File: src/rtl/avg_iir_tdm.sv
// Multi-channel TDM exponential-averaging IIR; AVG_IIR_TDM_ROUND_EN selects round-half-up output.
// Latency: 2 advancing edges from accept to o_valid, 1 sample/cycle throughput.
// Backpressure: o_ready = !o_valid || i_ready; both stages hold while stalled.
module avg_iir_tdm #(
  parameter int DATA_W    = 24,
  parameter int N_CH      = 8,
  parameter int FRAC_BITS = 8,
  parameter int MAX_SHIFT = 15,
  localparam int ACC_W    = DATA_W + FRAC_BITS,
  localparam int SH_W     = $clog2(MAX_SHIFT + 1),
  localparam int CH_W     = (N_CH > 1) ? $clog2(N_CH) : 1
) (
  input  logic              i_clk,
  input  logic              i_rst,
  input  logic              i_valid,
  output logic              o_ready,
  input  logic [DATA_W-1:0] i_data,
  input  logic [CH_W:0]     i_ch,
  input  logic [SH_W-1:0]   i_shift,
  input  logic              i_clr,
  input  logic [CH_W-1:0]   i_clr_ch,
  output logic              o_valid,
  input  logic              i_ready,
  output logic [DATA_W-1:0] o_data,
  output logic [CH_W-1:0]   o_ch,
  output logic              o_drop
);

  localparam bit NEED_CLAMP = ((2 ** SH_W) - 1) > MAX_SHIFT;

  // Per-channel state
  logic signed [ACC_W-1:0] acc_q [N_CH];
  logic signed [ACC_W-1:0] acc_d [N_CH];
  logic [N_CH-1:0]         primed_q, primed_d;

  // S1 registers
  logic                    s1_vld_q, s1_vld_d;
  logic                    s1_bad_q, s1_bad_d;
  logic signed [DATA_W-1:0] s1_x_q, s1_x_d;
  logic [CH_W-1:0]         s1_ch_q, s1_ch_d;
  logic [SH_W-1:0]         s1_k_q, s1_k_d;
  logic                    s1_primed_q, s1_primed_d;
  logic signed [ACC_W-1:0] s1_acc_q, s1_acc_d;

  // S2 output registers
  logic                    o_valid_q, o_valid_d;
  logic [DATA_W-1:0]       o_data_q, o_data_d;
  logic [CH_W-1:0]         o_ch_q, o_ch_d;
  logic                    o_drop_q, o_drop_d;

  logic                    advance, accept, in_bad, wb, fwd, clr_in;
  logic [CH_W-1:0]         in_ch;
  logic [SH_W-1:0]         k_in;
  logic signed [ACC_W-1:0] rd_acc;
  logic                    rd_primed;

  logic signed [ACC_W-1:0] xs;
  logic signed [ACC_W:0]   diff, step, sum;
  logic signed [ACC_W-1:0] acc_next;
  logic [DATA_W-1:0]       y;

  generate
    if (NEED_CLAMP) begin : g_clamp
      assign k_in = (i_shift > SH_W'(MAX_SHIFT)) ? SH_W'(MAX_SHIFT) : i_shift;
    end else begin : g_noclamp
      assign k_in = i_shift;
    end
  endgenerate

  always_comb begin
    advance   = !o_valid_q || i_ready;
    accept    = i_valid && advance;
    in_bad    = i_ch >= (CH_W + 1)'(N_CH);
    in_ch     = i_ch[CH_W-1:0];
    wb        = advance && s1_vld_q && !s1_bad_q;
    fwd       = wb && (s1_ch_q == in_ch);
    clr_in    = i_clr && (i_clr_ch == in_ch);
    rd_acc    = '0;
    rd_primed = 1'b0;
    if (!in_bad) begin
      rd_acc    = acc_q[in_ch];
      rd_primed = primed_q[in_ch];
    end
  end

  // Filter update from S1; unprimed channels (and k=0) snap to the input.
  always_comb begin
    xs       = {s1_x_q, {FRAC_BITS{1'b0}}};
    diff     = {xs[ACC_W-1], xs} - {s1_acc_q[ACC_W-1], s1_acc_q};
    step     = diff >>> s1_k_q;
    sum      = {s1_acc_q[ACC_W-1], s1_acc_q} + step;
    acc_next = s1_primed_q ? ACC_W'(sum) : xs;
  end

`ifdef AVG_IIR_TDM_ROUND_EN
  localparam logic [ACC_W:0] RND_HALF = (ACC_W + 1)'(1) << (FRAC_BITS - 1);
  logic signed [ACC_W:0]  rnd_sum, rnd_sh;
  logic signed [DATA_W:0] rnd_y;

  always_comb begin
    rnd_sum = {acc_next[ACC_W-1], acc_next} + RND_HALF;
    rnd_sh  = rnd_sum >>> FRAC_BITS;
    rnd_y   = (DATA_W + 1)'(rnd_sh);
    if (!rnd_y[DATA_W] && rnd_y[DATA_W-1]) begin
      y = {1'b0, {(DATA_W - 1){1'b1}}};
    end else begin
      y = rnd_y[DATA_W-1:0];
    end
  end
`else
  always_comb begin
    y = acc_next[ACC_W-1:FRAC_BITS];
  end
`endif

  // A clear always beats a writeback landing on the same channel and edge.
  always_comb begin
    acc_d    = acc_q;
    primed_d = primed_q;
    if (wb) begin
      acc_d[s1_ch_q]    = acc_next;
      primed_d[s1_ch_q] = 1'b1;
    end
    for (int i = 0; i < N_CH; i++) begin
      if (i_clr && (i_clr_ch == CH_W'(i))) begin
        primed_d[i] = 1'b0;
      end
    end
  end

  always_comb begin
    s1_vld_d    = s1_vld_q;
    s1_bad_d    = s1_bad_q;
    s1_x_d      = s1_x_q;
    s1_ch_d     = s1_ch_q;
    s1_k_d      = s1_k_q;
    s1_primed_d = s1_primed_q;
    s1_acc_d    = s1_acc_q;
    if (advance) begin
      s1_vld_d    = accept;
      s1_bad_d    = in_bad;
      s1_x_d      = i_data;
      s1_ch_d     = in_ch;
      s1_k_d      = k_in;
      s1_acc_d    = fwd ? acc_next : rd_acc;
      s1_primed_d = (fwd || rd_primed) && !clr_in;
    end
  end

  always_comb begin
    o_valid_d = o_valid_q;
    o_data_d  = o_data_q;
    o_ch_d    = o_ch_q;
    o_drop_d  = 1'b0;
    if (advance) begin
      o_valid_d = s1_vld_q && !s1_bad_q;
      o_drop_d  = s1_vld_q && s1_bad_q;
      if (wb) begin
        o_data_d = y;
        o_ch_d   = s1_ch_q;
      end
    end
  end

  always_ff @(posedge i_clk or posedge i_rst) begin
    if (i_rst) begin
      for (int i = 0; i < N_CH; i++) begin
        acc_q[i] <= '0;
      end
      primed_q    <= '0;
      s1_vld_q    <= 1'b0;
      s1_bad_q    <= 1'b0;
      s1_x_q      <= '0;
      s1_ch_q     <= '0;
      s1_k_q      <= '0;
      s1_primed_q <= 1'b0;
      s1_acc_q    <= '0;
      o_valid_q   <= 1'b0;
      o_data_q    <= '0;
      o_ch_q      <= '0;
      o_drop_q    <= 1'b0;
    end else begin
      acc_q       <= acc_d;
      primed_q    <= primed_d;
      s1_vld_q    <= s1_vld_d;
      s1_bad_q    <= s1_bad_d;
      s1_x_q      <= s1_x_d;
      s1_ch_q     <= s1_ch_d;
      s1_k_q      <= s1_k_d;
      s1_primed_q <= s1_primed_d;
      s1_acc_q    <= s1_acc_d;
      o_valid_q   <= o_valid_d;
      o_data_q    <= o_data_d;
      o_ch_q      <= o_ch_d;
      o_drop_q    <= o_drop_d;
    end
  end

  assign o_ready = advance;
  assign o_valid = o_valid_q;
  assign o_data  = o_data_q;
  assign o_ch    = o_ch_q;
  assign o_drop  = o_drop_q;

endmodule

File: config.mk
export PLATFORM = sky130hd
export DESIGN_NAME = avg_iir_tdm
export DESIGN_NICKNAME = d
export VERILOG_FILES = /design/src/rtl/avg_iir_tdm.sv
export SDC_FILE = /design/constraint.sdc
export NUM_CORES = 1
export LEC_CHECK = 0
export CAP_MARGIN = 20
export CORE_ASPECT_RATIO = 1.25
export CORE_MARGIN = 2
export CORE_UTILIZATION = 48
export CTS_CLUSTER_DIAMETER = 80
export DETAILED_ROUTE_END_ITERATION = 12
export GPL_TIMING_DRIVEN = 0
export HOLD_SLACK_MARGIN = 0.02
export SLEW_MARGIN = 20
export SYNTH_ARGS = -nofsm -noshare
export SYNTH_HDL_FRONTEND = slang
export SYNTH_SLANG_ARGS = --single-unit
File: constraint.sdc
create_clock -name i_clk -period 14.8 [get_ports i_clk]
set_input_delay 3.7 -clock i_clk [delete_from_list [all_inputs] [get_ports i_clk]]
set_output_delay 3.7 -clock i_clk [all_outputs]
set_load 0.05 [all_outputs]
==> impl_metrics.toml, run 1 <==
[cts]
cts_hold_buffers = 0
path_clk_slew_ps = 60
clock_latency_ps = 570
numCtsBuffers = 40
cts_resized = 0
root_buffer = "clkbuf_16"
clk_path_buf_depth = 3
cts_max_level = 2
tritoncts = "done"
postCtsSetupBuffers = 0
clock_sinks = 359

[final_layout]
nFillCells = 4030
synthToLayoutAreaGrowth_pct = 13.9
fin_area_um2 = 23800
layout.nets = 2394
drive_gt1_frac = 0.110
diodes = 0
finalNonFillerCells = 2891

[global_routing]
grt_overflow_total = 0
grt_max_degree = 92
grt_antenna_before_repair = 1
track_usage = 0.343
grt_pass1_wl_um = 115000
grt_pass1_vias = 18200

[sta]
setup_viol = 0
skew_ps = 24.1
drv_slew = 0
final.min_clock_period_ps = 10270
worst_pin_slew_ps = 1180
fmax_ghz = 0.0974
rsz0062_at_grt = "no"
fin_crit_sh = 0.694
finalHoldViolations = 0
slew_headroom = 0.215

[floorplanning]
start_util = 0.486
die_y_um = 237
floorplan.die.width_um = 191
ios = 70
die_area_um2 = 45300
row_count = 85
coreArea_um2 = 43100

[critical_path]
crit_start = "i_ready"
worstSetupStartpointType = "input pin"
r2r-end = "o_data[20]$_DFFE_PP0P_"
worstSetupPathType = "input pin to output pin"
cp.required_ps = 11100
end_kind = "output pin"
crit_path_end = "o_ready"
ff2ff_path_depth = 21
reg2reg_slack_ps = 6920
arrival_ps = 6570
crit_path_max_fanout = 10
r2r_start = "s1_acc_q[13]$_DFFE_PP0N_"

[placed_design]
gp_congestion = 0.961
post_dp_cell_area_um2 = 22400
port_buffers = 66
dp_hpwl_um = 59100
place_inst = 2816

[synthesis]
synth_nets = 2278
synth_xor_area_frac = 0.0179
yosys.area_share.simple = 0.146
synth-edff-count = 0
synth.mux.area_fraction = 0.147
synth_seq_cells = 359
async_flop_share = 1.00
yosys_warnings = 0
syn_area_um2 = 20900
synth_top_flop_cell = "dfrtp_1"
ys_types = 87
seq_area_frac_synth = 0.429
syn_avg_cell_area_um2 = 9.61
synth-adder-area-share = 0.0362
syn_inst = 2178
synth_compound_area_frac = 0.187
synth_top_family_by_area = "compound AO/OA/AOI/OAI gates"

[route]
ant_nets = 0
drt-initial-drc-count = 1194
wl_per_cell_um = 26.4
vias = 18100
drt-vias-per-instance = 6.26
routed_wl_um = 76300
drtPass1Iterations = 5
drc = 0

[run_status]
status = "completed"

[pwr]
powerDensity_nw_per_um2 = 230
leakagePower_nw = 10.5
peakVddDrop_mv = 0.121

[run]
cap_violations = 0

[worst_hold_path]
hp-class = "register to register"
==> synthesized netlist by cell type, types with 19 or more instances <==
cell,count,area share
a211oi_1,22,0.0079
a21o_1,21,0.0075
a21oi_1,82,0.020
a31oi_1,25,0.0075
buf_1,19,0.0034
clkbuf_1,124,0.022
dfrtp_1,359,0.43
ha_1,59,0.035
inv_1,51,0.0091
mux2_2,66,0.036
mux2i_1,68,0.033
mux4_2,73,0.079
nand2_1,443,0.079
nand3_1,32,0.0077
nor2_1,80,0.014
nor3_1,23,0.0055
o21a_1,29,0.010
o21ai_0,258,0.062
o221ai_1,19,0.0080
or3_1,23,0.0069
xnor2_1,33,0.014
==> power by group <==
group / internal, mW / switching, mW / leakage (nW) / total [mW]
clock network: 0.609 / 0.433 / 0.679 / 1.04
registers: 1.36 / 0.221 / 4.62 / 1.58
logic: 1.06 / 1.80 / 5.21 / 2.86
==> per-stage QoR <==
stage	total power, mW	utilization	hold slack [ps]	TNS, ps	setup slack [ps]
floorplan	3.48	-	441	0	1140
global placement	4.35	0.518	457	-1124400	-3190
detailed placement	4.40	0.521	463	0	4560
CTS	5.45	0.553	478	0	4540
global route	5.79	0.553	496	0	4450
finish	5.48	0.553	472	0	4530
==> state kept, by name (all words and copies together), names as in the netlist <==
| signal | cells |
|---|---|
| acc_q | 256 |
| o_ch | 3 |
| o_data | 24 |
| o_drop | 1 |
| o_valid | 1 |
| primed_q | 8 |
| s1_acc_q | 32 |
| s1_bad_q | 1 |
| s1_ch_q | 3 |
| s1_k_q | 4 |
| s1_primed_q | 1 |
| s1_vld_q | 1 |
| s1_x_q | 24 |
==> critical path, stage by stage <==
cell and delay, ps:
clkdlybuf4s50_1 460, nor2b_1 50, clkbuf_1 210, inv_1 170
clkbuf_1 400, clkbuf_1 640, clkdlybuf4s50_1 930
==> cell type report <==
type / instances / area [um^2] / share of cell area
Buffer: 149 / 577 / 0.0242
Clock buffer: 57 / 1160 / 0.0489
Clock inverter: 17 / 206 / 0.00866
Tap cell: 565 / 707 / 0.0297
Inverter: 53 / 206 / 0.00866
Multi-Input combinational cell: 1617 / 11200 / 0.469
Sequential cell: 359 / 8980 / 0.377
Timing Repair Buffer: 74 / 798 / 0.0335
==> cell families (layout without fill, tap and decap cells) <==
group	count (synthesis)	after routing
and+or+nand+nor	701	701
muxes	207	207
xor gates and xnor gates	42	42
buffers and inverters	202	350
adders and majority gates	60	60
DFF	359	359
AOI/OAI and AO/OA	607	607
==> worst min-delay path by stage <==
stage | startpoint | to | slack (ps) | cells after the start
2_1_floorplan | acc_q[183]$_DFFE_PP0P_ | acc_q[183]$_DFFE_PP0P_ | 440 | 2
3_3_place_gp | acc_q[108]$_DFFE_PP0P_ | acc_q[108]$_DFFE_PP0P_ | 460 | 2
3_5_place_dp | acc_q[232]$_DFFE_PP0P_ | acc_q[232]$_DFFE_PP0P_ | 460 | 2
4_1_cts | acc_q[232]$_DFFE_PP0P_ | acc_q[232]$_DFFE_PP0P_ | 480 | 2
5_1_grt | acc_q[40]$_DFFE_PP0P_ | acc_q[40]$_DFFE_PP0P_ | 500 | 2
6_report | acc_q[9]$_DFFE_PP0P_ | acc_q[9]$_DFFE_PP0P_ | 470 | 2
==> cells in the final DEF, fill, tap and decap left out, drive strengths merged, types with 19 or more instances in the layout <==
master         count
nand2            443
dfrtp            359
o21ai            265
clkbuf           183
a21oi             82
nor2              80
mux4              73
mux2i             68
mux2              66
clkdlybuf4s50     66
ha                59
inv               57
xnor2             33
nand3             32
buf               31
o21a              29
a31oi             26
nor3              25
or3               23
a211oi            22
a21o              21
o221ai            19
==> metal layers <==
metal / wire (um) / up-vias / track usage
met1: 29300 / 9106 / 0.408
met5: 15 / - / 0
met2: 38500 / 610 / 0.601
met3: 3510 / 213 / 0.0365
li1: - / 8155 / -
met4: 5050 / 2 / 0.197
(Power assumes the default switching activity.)
==> run 2, diff against run 1 <==
==> constraint.sdc (replaced) <==
create_clock -name i_clk -period 9.8 [get_ports i_clk]
set_input_delay 2.45 -clock i_clk [delete_from_list [all_inputs] [get_ports i_clk]]
set_output_delay 2.45 -clock i_clk [all_outputs]
set_load 0.05 [all_outputs]
==> run 2 against run 1 <==
  * Clock-buffer cell count unchanged
  * Setup slack got worse by 2600 ps
  * Sequential cell count unchanged
  * Via count increased by 0.43%
  * First-iteration DRC count decreased by 11%
  * Sequential share of layout area decreased by 0.16 points
  * Power increased by 51%
  * Critical path depth increased by 14
  * Clock skew increased by 7.4 ps
  * Largest cell class unchanged
==> impl_metrics.toml, run 2 (same netlist as run 1, synthesis figures left out) <==
[critical_path]
end_kind = "register"
arrival_ps = 8360
ff2ff_path_depth = 21
worstSetupStartpointType = "register"
crit_path_max_fanout = 10
worstSetupPathType = "register to register"
crit_start = "s1_acc_q[13]$_DFFE_PP0N_"
r2r_start = "s1_acc_q[13]$_DFFE_PP0N_"
cp.required_ps = 10240
reg2reg_slack_ps = 1890

[placed_design]
gp_congestion = 0.985
port_buffers = 66
dp_hpwl_um = 59800
dpl_worst_slack_ps = 2020
post_dp_cell_area_um2 = 22600

[global_routing]
track_usage = 0.348
grt_pass1_vias = 18000
grt_overflow_total = 0
grt_max_degree = 36
grt_antenna_before_repair = 1
grt_pass1_wl_um = 116000

[floorplanning]
start_util = 0.486
coreArea_um2 = 43100
die_area_um2 = 45300
ios = 70
floorplan.die.width_um = 191
row_count = 85
die_y_um = 237

[sta]
holdWs_ps = 475
setup_ws_ps = 1890
setup_viol = 0
final.min_clock_period_ps = 7910
skew_ps = 31.6
rsz0062_at_grt = "no"
drv_slew = 0
fin_crit_sh = 0.808
finalHoldViolations = 0
slew_headroom = 0.182
fmax_ghz = 0.126
tns_ps = 0
worst_pin_slew_ps = 1210

[route]
drtPass1Iterations = 7
routed_wl_um = 77400
drt-vias-per-instance = 6.28
wl_per_cell_um = 26.7
drt-initial-drc-count = 1064
drc = 0
ant_nets = 0
vias = 18200

[cts]
path_clk_slew_ps = 60
postCtsSetupBuffers = 0
clk_path_buf_depth = 3
cts_hold_buffers = 0
cts_resized = 0
clock_latency_ps = 570
numCtsBuffers = 39
tritoncts = "done"
clock_sinks = 359
root_buffer = "clkbuf_16"
cts_max_level = 2

[final_layout]
layout_commonest_cell = "nand2_1"
largest-register = "acc_q"
largest_register_ffs = 256
final_cell_mix = "nand2_1 (443), dfrtp_1 (359), o21ai_0 (258)"
seqCellArea_um2 = 8980
drive_gt1_frac = 0.112
multi_input_area_um2 = 11200
fin_area_um2 = 23900
diodes = 0
layout.nets = 2400
reg_top3 = "acc_q (256), s1_acc_q (32)"
synthToLayoutAreaGrowth_pct = 14.4
nFillCells = 3941

[worst_hold_path]
holdPathStages = 2
hp-class = "register to register"
hold_start = "acc_q[132]$_DFFE_PP0P_"

[pwr]
peakVddDrop_mv = 0.187
powerDensity_nw_per_um2 = 345
power_mw = 8.27
leakagePower_nw = 10.5

[run]
cap_violations = 0

[run_status]
status = "completed"
==> run 2: layer usage <==
metal,track usage,vias up,share of wire
met4,0.172,2,0.054
met5,0,-,0.00021
li1,-,8164,-
met2,0.609,623,0.51
met1,0.420,9180,0.38
met3,0.0453,195,0.050
==> run 2: path summary, 6_finish.rpt <==
check	end
max	acc_q[92]$_DFFE_PP0P_
min	acc_q[132]$_DFFE_PP0P_
max reg2reg	acc_q[92]$_DFFE_PP0P_
min reg2reg	acc_q[132]$_DFFE_PP0P_
max in group asynchronous	s1_x_q[14]$_DFFE_PP0N_
min in group asynchronous	o_ch[1]$_DFFE_PP0P_
==> run 2: through the flow <==
stage | util | std cells
floorplan | - | 2178
global placement | 0.518 | 2809
detailed placement | 0.524 | 2823
CTS | 0.555 | 2893
global route | 0.556 | 2894
finish | 0.556 | 2894
==> run 2: area by class of cell <==
type,instances,share of cell area
inverter,53,0.00847
clock inverter,13,0.00601
sequential,359,0.375
timing repair buffer,81,0.0394
multi-input combinational,1617,0.469
clock buffer,57,0.0487
buffer,149,0.0241
tap,565,0.0295
==> run 2: worst max-delay path, stage by stage, from the launching register on <==
cell       delay [ps]
dfrtp_1           460
inv_1              70
ha_1              270
buf_2             190
a21oi_1           400
o21ai_0           330
a2bb2oi_1         350
nand2b_1          140
o21ai_0           820
a311oi_1          240
a221oi_1          760
mux4_2            450
ha_1              300
o21ai_0           100
nor2_1             90
o21ai_0           540
a21boi_0          280
and3_1            260
o31a_1            310
o2111ai_1         190
nand4_1           640
mux2_2            560
==> run 2: power by group <==
| part | internal [mW] | switching, mW | total [mW] |
|---|---|---|---|
| clock network | 0.883 | 0.633 | 1.52 |
| registers | 2.06 | 0.339 | 2.40 |
| logic | 1.61 | 2.75 | 4.35 |
==> run 3, diff against run 2 <==
--- a/config.mk
+++ b/config.mk
@@ -13,6 +13,7 @@
 export DETAILED_ROUTE_END_ITERATION = 12
 export GPL_TIMING_DRIVEN = 0
 export HOLD_SLACK_MARGIN = 0.02
+export PLACE_DENSITY = 0.67
 export SLEW_MARGIN = 20
 export SYNTH_ARGS = -nofsm -noshare
 export SYNTH_HDL_FRONTEND = slang
==> constraint.sdc (replaced) <==
create_clock -name i_clk -period 7.1 [get_ports i_clk]
set_input_delay 1.775 -clock i_clk [delete_from_list [all_inputs] [get_ports i_clk]]
set_output_delay 1.775 -clock i_clk [all_outputs]
set_load 0.05 [all_outputs]
==> run 3 against run 2 <==
  * Clock-buffer cell count decreased by 3
  * Sequential power increased by 38%
  * Core utilization increased by 0.33 points
  * Combinational power increased by 38%
  * Setup slack got worse by 1800 ps
  * Largest cell class unchanged
  * Sequential share of layout area decreased by 0.22 points
  * Sequential cell count unchanged
  * Power increased by 38%
  * Critical path depth decreased by 1
==> impl_metrics.toml, run 3 (same netlist as run 1, synthesis figures left out) <==
[route]
drt-initial-drc-count = 1581
wl_per_cell_um = 25.9
routed_wl_um = 75000
drtPass1Iterations = 6
vias = 18100
ant_nets = 0
drc = 0
drt-vias-per-instance = 6.26

[pwr]
switching_power_mw = 5.14
peakVddDrop_mv = 0.290
combinationalPowerShare = 0.526
leakagePower_nw = 10.6
power_mw = 11.4
clockPowerShare = 0.184
p_seq_frac = 0.290
internal_power_mw = 6.30
switching_share = 0.449
powerDensity_nw_per_um2 = 475

[placed_design]
port_buffers = 66
post_dp_cell_area_um2 = 22600
dp_hpwl_um = 57800
place_inst = 2823
dpl_worst_slack_ps = -537
gp_congestion = 0.960

[worst_hold_path]
holdPathStages = 2
hp-class = "register to register"

[sta]
fin_crit_sh = 0.983
fmax_ghz = 0.143
setup_ws_ps = 120
tns_ps = 0
rsz0062_at_grt = "yes"
final.min_clock_period_ps = 6980
skew_ps = 22.6
finalHoldViolations = 0
setup_viol = 0
holdWs_ps = 473
slew_headroom = 0.211
worst_pin_slew_ps = 1180
drv_slew = 0

[cts]
path_clk_slew_ps = 60
tritoncts = "done"
cts_hold_buffers = 0
cts_max_level = 2
clock_latency_ps = 580
clk_path_buf_depth = 3
root_buffer = "clkbuf_16"
numCtsBuffers = 40
clock_sinks = 359

[global_routing]
grt_overflow_total = 0
grt_max_degree = 35
grt_antenna_before_repair = 0
track_usage = 0.338
grt_pass1_vias = 18400
grt_pass1_wl_um = 114000

[final_layout]
fin_util = 0.559
layout.nets = 2405
nFillCells = 3823
layout_commonest_cell = "nand2_1"
largest_register_ffs = 256
largest-register = "acc_q"
diodes = 0
multi_input_area_um2 = 11300
reg_top3 = "acc_q (256), s1_acc_q (32)"
fin_area_um2 = 24100
final_cell_mix = "nand2_1 (443), dfrtp_1 (359), o21ai_0 (257)"
synthToLayoutAreaGrowth_pct = 15.1
finalNonFillerCells = 2899
seqCellArea_um2 = 8980
drive_gt1_frac = 0.117

[critical_path]
ff2ff_path_depth = 20
worstSetupPathType = "register to register"
crit_path_max_fanout = 10
cp.required_ps = 7520
end_kind = "register"
worstSetupStartpointType = "register"
arrival_ps = 7400

[floorplanning]
start_util = 0.486
die_area_um2 = 45300
row_count = 85
coreArea_um2 = 43100
die_y_um = 237
floorplan.die.width_um = 191
ios = 70

[run_status]
status = "completed"

[run]
cap_violations = 0
-- run 3: cell count changes in the layout (fill, tap and decap cells not counted), sizes merged --
cell      previous run  this run
clkinvlp             2         3
clkbuf             182       180
clkinv               7         8
inv                 55        57
buf                 39        42
-- run 3: final cells by class --
| cell class | instances | area share |
|---|---|---|
| Multi-Input combinational cell | 1617 | 0.469 |
| Sequential cell | 359 | 0.373 |
| Clock buffer | 54 | 0.0467 |
| Timing Repair Buffer | 85 | 0.0407 |
| Tap cell | 565 | 0.0294 |
| Buffer | 149 | 0.0240 |
| Inverter | 53 | 0.00842 |
| Clock inverter | 17 | 0.00826 |
-- run 3: metal layers --
metal / vias to the layer above / wire [um] / GRT usage
met5: - / 0 / 0
met4: 0 / 5040 / 0.203
met3: 212 / 4220 / 0.0515
met2: 687 / 37700 / 0.580
met1: 9077 / 28100 / 0.401
li1: 8161 / - / -
-- run 3: worst paths after layout --
kind / startpoint / endpoint / slack, ps
setup / recovery: s1_x_q[0]$_DFFE_PP0N_ / s1_acc_q[25]$_DFFE_PP0N_ / 120
hold / removal: acc_q[55]$_DFFE_PP0P_ / acc_q[55]$_DFFE_PP0P_ / 470
setup reg to reg: s1_x_q[0]$_DFFE_PP0N_ / s1_acc_q[25]$_DFFE_PP0N_ / 120
hold reg to reg: acc_q[55]$_DFFE_PP0P_ / acc_q[55]$_DFFE_PP0P_ / 470
max in group asynchronous: i_rst / s1_x_q[12]$_DFFE_PP0N_ / 3930
min in group asynchronous: i_rst / o_data[15]$_DFFE_PP0P_ / 1620
-- run 3: worst max-delay path: stages, from the launching register on --
cell and delay, ps:
dfrtp_1 460, ha_1 420, nor3b_2 370, a41o_1 340
and3_1 260, o21ai_0 250, a211oi_1 490, o211ai_1 260
a311oi_1 450, a21oi_1 110, mux2i_1 450, ha_1 400
nand2_1 140, nor3_1 60, a31oi_1 490, a211oi_1 230
nor4_2 390, o21ai_0 240, a221oi_4 520, o221ai_1 290
a21boi_0 200
-- run 3: repair_timing --
item,4_1_cts,5_1_grt
cloned,0,0
gates resized for setup,6,9
setup buffers,2,2
hold endpoints to repair,0,0
pin swaps,2,2
setup endpoints to repair,62,92
-- run 3: power by group through the flow --
stage / combinational (mW) / sequential [mW] / clock [mW]
finish: 6.02 / 3.32 / 2.11
global route: 6.49 / 3.40 / 2.22
CTS: 5.85 / 3.30 / 2.13
detailed placement: 5.77 / 3.33 / 0
global placement: 5.68 / 3.28 / 0
floorplan: 3.82 / 3.43 / 0
